[config.mk]
export PLATFORM = sky130hd
export DESIGN_NAME = led_fader
export DESIGN_NICKNAME = d
export VERILOG_FILES = /design/src/rtl/led_fader.sv
export SDC_FILE = /design/constraint.sdc
export NUM_CORES = 1
export LEC_CHECK = 0
export CAP_MARGIN = 20
export CORE_ASPECT_RATIO = 0.6
export CORE_UTILIZATION = 65
export CTS_CLUSTER_DIAMETER = 200
export DETAILED_ROUTE_END_ITERATION = 8
export PLACE_DENSITY = 0.95
export SLEW_MARGIN = 10
export SYNTH_ARGS = -nofsm -noshare
export SYNTH_HDL_FRONTEND = slang
export SYNTH_SLANG_ARGS = --single-unit
[constraint.sdc]
create_clock -name clk -period 12.7 [get_ports clk]
set_input_delay 3.175 -clock clk [delete_from_list [all_inputs] [get_ports clk]]
set_output_delay 3.175 -clock clk [all_outputs]
set_load 0.05 [all_outputs]
[src/rtl/led_fader.sv]
// Per-channel LED fader: each output ramps its PWM brightness one level
// per step toward full-on or full-off, following the upstream on/off request.
module led_fader #(
    parameter int N_LED    = 18,
    parameter int PWM_BITS = 4,
    parameter int STEP_DIV = 4
) (
    input  logic             clk,
    input  logic             rst,
    input  logic [N_LED-1:0] led_in,
    output logic [N_LED-1:0] led_out,
    output logic             busy,
    output logic             step_tick
);

    localparam int DIV_W = (STEP_DIV > 1) ? $clog2(STEP_DIV) : 1;
    localparam logic [PWM_BITS-1:0] MAX      = '1;
    localparam logic [DIV_W-1:0]    DIV_LAST = DIV_W'(STEP_DIV - 1);

    logic [PWM_BITS-1:0]             pwm_cnt;
    logic [DIV_W-1:0]                div_cnt;
    logic [N_LED-1:0]                req;
    logic [N_LED-1:0][PWM_BITS-1:0]  level;
    logic                            pwm_wrap;
    logic                            step;

    assign pwm_wrap = (pwm_cnt == MAX);
    assign step     = pwm_wrap && (div_cnt == DIV_LAST);

    always_ff @(posedge clk or posedge rst) begin
        if (rst) begin
            pwm_cnt   <= '0;
            div_cnt   <= '0;
            step_tick <= 1'b0;
            req       <= '0;
        end else begin
            pwm_cnt   <= pwm_cnt + 1'b1;
            step_tick <= step;
            req       <= led_in;
            if (pwm_wrap) begin
                div_cnt <= (div_cnt == DIV_LAST) ? '0 : div_cnt + 1'b1;
            end
        end
    end

    // Levels saturate at both ends, so a reversal just flips the direction.
    always_ff @(posedge clk or posedge rst) begin
        if (rst) begin
            level   <= '0;
            led_out <= '0;
        end else begin
            for (int i = 0; i < N_LED; i++) begin
                led_out[i] <= (level[i] == MAX) || (pwm_cnt < level[i]);
                if (step) begin
                    if (req[i] && level[i] != MAX) begin
                        level[i] <= level[i] + 1'b1;
                    end else if (!req[i] && level[i] != '0) begin
                        level[i] <= level[i] - 1'b1;
                    end
                end
            end
        end
    end

    always_comb begin
        busy = 1'b0;
        for (int i = 0; i < N_LED; i++) begin
            if (level[i] != (req[i] ? MAX : '0)) begin
                busy = 1'b1;
            end
        end
    end

endmodule

# Word level (Yosys, flattened, before mapping)
# Index checks and enable logic that the tools add are counted.
# op_classes
multipliers	0
n_div	0
reduce_logical	127
magnitude_cmp	18
eq_ne	56
bitwise	0
n_mux	73
shifts	0
add_sub_neg	38
# op_table
cell	n
2-to-1 mux 4 bit	54
adder 4 x 1 -> 4 bit, second input constant	19
equality test 4 bit, second input constant	19
less-than comparator 4 bit	18
inequality test 4 bit	18
inequality test 4 bit, second input constant	18
nonzero test 4 bit	18
subtractor 4 x 1 -> 4 bit, second input constant	18
logical AND 1 bit	37
AND reduction 2 bit	18
nonzero test 2 bit	18
logical NOT 1 bit	18
logical OR 1 bit	18
2-to-1 mux 1 bit	18
adder 2 x 1 -> 2 bit, second input constant	1
equality test 2 bit, second input constant	1
2-to-1 mux 2 bit	1
# word_totals
reg_bits	115
latch_bits	0
output_inout_bits	20
word_cells	335
input_bits	20
ramBits	0
mem_bits_ro	0
memories	0

# Depth between registers and ports, before layout
# logic_depth
depth_word	20
depth_mapped	8
depth_no_buf	8

# Worst setup path after synthesis
# Ideal clock, no wire load.
# synth_timing
path_type	reg-to-output
startpoint	register level[8] (netlist name)
endpoint	output port busy
path_slack_ns	7.684
t_required_ns	9.525
path_stages_with_launch	6
arrival_ns	1.841
n_path_buf	0
cell_sequence	dfrtp_1 or4_1 mux2i_1 nand4_1 nor4_2 nand3_1
# synth_between
elab_chain_cells	17
# synth_lines
item	line_no	rtl
from (decl)	23	logic [N_LED-1:0][PWM_BITS-1:0] level;
from (signal, indexed assignment)	56	level[i] <= level[i] + 1'b1;
from (signal, indexed assignment)	58	level[i] <= level[i] - 1'b1;
inequality test 4 bit	68	if (level[i] != (req[i] ? MAX : '0)) begin
2-to-1 mux 1 bit (16 in series)	68	
to (decl)	12	output logic busy,
# Every way passes these cells.

# Worst setup path in the final report
# layout_timing
startpoint	register level[64] (netlist name)
endpoint	output port busy
# layout_between
elab_chain_cells	3
# layout_lines
item	line_no
inequality test 4 bit	68
2-to-1 mux 1 bit (2 in series)	68
# Every way passes these cells.

==> run summary <==
Crit path buf inv count: 1
Root cell of the clock tree: clkbuf_16
Reg2reg setup slack: 9.55 ns
Worst-Skew Late Latency: 0.42 ns
Setup crit end: busy
YS warnings: 0
Critical-path cell list: or4_1 -> mux2i_1 -> nand4_1 -> nor4_2 -> nand3_1 -> clkdlybuf4s50_1
Die H: 82.6 um
Period utilization: 0.493
Max Clk Rate: 160 MHz
# DRC: 0
Worst Setup End Kind: output pin
Number of inserted diodes: 0
Clock sinks: 115
Worst reg2reg path depth: 5
Layout area overhead: 16.1%
Total Routing Usage GR: 0.316
Sequential Power Share: 0.436
Setup crit start kind: flip-flop
Most frequent cell after synthesis: dfrtp_1
Seq cells post-synth: 115
I/O Pins: 40
Slowest CP cell: clkdlybuf4s50_1
Int Pwr: 659 uW
Tot Pwr: 854 uW
Core area: 10600 um2
Post-synthesis sequential area ratio: 0.408
DIE AREA: 11300 um2
Largest net degree at the start of global routing: 67
Via-to-Cell Ratio: 6.12
Iteration count of the initial detailed-routing pass: 5
Slew headroom: 0.302
Mapped Area: 7050 um2
Crit-path max FO: 6
Comb power frac: 0.042
Vias in the first global route: 5481
Pwr Density: 104 nW/um2
R2R Path End: level[51]$_DFFE_PP0P_
Critical Path Source: level[64]$_DFFE_PP0P_
Post-CTS resize count: 0
Largest cells by area after synthesis: dfrtp_1, ha_1, fa_1
Outcome: completed
Syn Inst Count: 684
Ys flop type: dfrtp_1
Switching share of power: 0.228
Global-route wire length before repair: 26500 um
Async SR Flop Fraction: 1.00
Setup Crit Path Kind: reg2out
Mean Syn Cell Area: 10.3 um2
Final clock skew: 0.00601 ns
Maximum root-to-sink buffer count: 2
Mapped Nets: 814
Routability cong.: 0.922
Layout Nets: 873
Max-Cap Viols: 0
CTS tree: done
Fill cell count: 634
Worst path depth: 6
Starting Density: 0.667
Post-synth top area share: 0.408
Post-synth EDFFs: 0
Synth cell count leaders: dfrtp_1, ha_1, inv_1, nand2_1, o21ai_0
CP max stage delay: 0.73 ns
Layout cells sized above 1: 0.0503
Total number of vias: 5472
Library cells used by synthesis: 26
Crit path DAT: 3.08 ns
Hold Path Class: reg2reg
Top Family by Delay on Critical Path: simple AND/OR/NAND/NOR gates
Required time of the worst setup path: 9.52 ns
P_sw: 195 uW
Clock power share: 0.522
Cts hold-fix bufs: 0
Clock buffer count from CTS: 17
Final wirelength: 16700 um
Hold depth: 1
Port Buffer Count: 39
Global route total overflow: 0
Postcts setup bufs: 0
Final Max Slew Viols: 0
RSZ-0062 raised after global routing: no
HPWL after DPL: 10800 um
Final min period: 6.26 ns
IR drop worst, VDD: 0.103 mV
Avg WL per Cell: 18.7 um
Initial antenna violation count: 0
Clk slew on worst S/H paths: 0.06 ns
Final Hold Viols: 0
Yosys top cell by area: dfrtp_1
Rows: 29
Setup TNS: 0 ns
Final Setup Violations: 0
Initial DRC count: 401
Worst r2r src: pwm_cnt[1]$_DFF_PP0_
Worst-Margin Slew: 1.05 ns
H-tree levels: 4
Leakage power: 0.00411 uW
Chip Width: 136 um
Final ANT Viol Nets: 0
## cells in the final DEF (no fill, tap or decap), types with 18 or more instances in the layout
cell type        netlist  routed
a21o_1                19      19
xnor2_1               37      37
nand2_1               80      80
a21boi_0              36      36
inv_1                 80      79
ha_1                  92      92
a21oi_1               24      24
dfrtp_1              115     115
nand4_1               20      20
o21ai_0               72      72
clkdlybuf4s50_1        0      39
fa_1                  18      18
xor2_1                37      37
## state kept, by name (all words and copies together) (netlist names)
register	cells
req	18
led_out	18
step_tick	1
level	72
pwm_cnt	4
div_cnt	2
## kinds of logic after synthesis
logic type | Yosys count | synth area share
buf+inv | 83 | 0.0444
xor+xnor | 74 | 0.0920
mux | 13 | 0.0186
compound gates | 157 | 0.134
simple gates | 132 | 0.0877
fa+ha+maj | 110 | 0.215
flops | 115 | 0.408
## worst reg2reg max path: stages, from the launching register on
cell     delay (ns)
dfrtp_1        1.03
ha_1           0.39
nand4_2        0.62
a21oi_1        0.66
nand2_1        0.14
xnor2_1        0.21
## power groups by stage
stage	Clock [uW]	Combinational, uW	Sequential (uW)
final	445	35.9	372
after global routing	462	40.2	372
after detailed placement	0	35.5	378
after global placement	0	32.6	378
after floorplan	0	22.3	378
after CTS	446	36.2	372
## per-stage QoR
stage               std cells  hold slack, ns  instance area (um2)  setup WS, ns   util
finish                    894           0.516                 8180          6.44  0.774
global route              894           0.537                 8180          6.34  0.774
CTS                       893           0.510                 8160          6.50  0.773
detailed placement        862           0.503                 7620          6.94  0.722
global placement          862           0.490                 7620          7.00  0.722
floorplan                 684           0.478                 7050          6.48      -
## final cells by class
cell class                 count  area (um2)  area share
clock buffer                  20         457      0.0558
timing repair buffer          42         420      0.0514
tap                          139         174      0.0213
inverter                      81         307      0.0375
clock inverter                11        87.6      0.0107
sequential                   115        2880       0.352
multi-input combinational    486        3850       0.471
## worst min path at each step
stage,slack (ns),endpoint,start
2_1_floorplan,0.48,level[15]$_DFFE_PP0P_,level[15]$_DFFE_PP0P_
3_3_place_gp,0.49,div_cnt[0]$_DFFE_PP0N_,div_cnt[0]$_DFFE_PP0N_
3_5_place_dp,0.50,level[71]$_DFFE_PP0P_,level[71]$_DFFE_PP0P_
4_1_cts,0.51,level[71]$_DFFE_PP0P_,level[71]$_DFFE_PP0P_
5_1_grt,0.54,level[71]$_DFFE_PP0P_,level[71]$_DFFE_PP0P_
6_report,0.52,level[71]$_DFFE_PP0P_,level[71]$_DFFE_PP0P_
## routing by layer
layer	vias to the layer above	track usage	routed length (um)
met5	-	0	0
met4	0	0.163	588
met3	67	0.0702	959
met2	238	0.540	8250
met1	2700	0.383	6940
li1	2467	-	-
(Power assumes the default switching activity.)
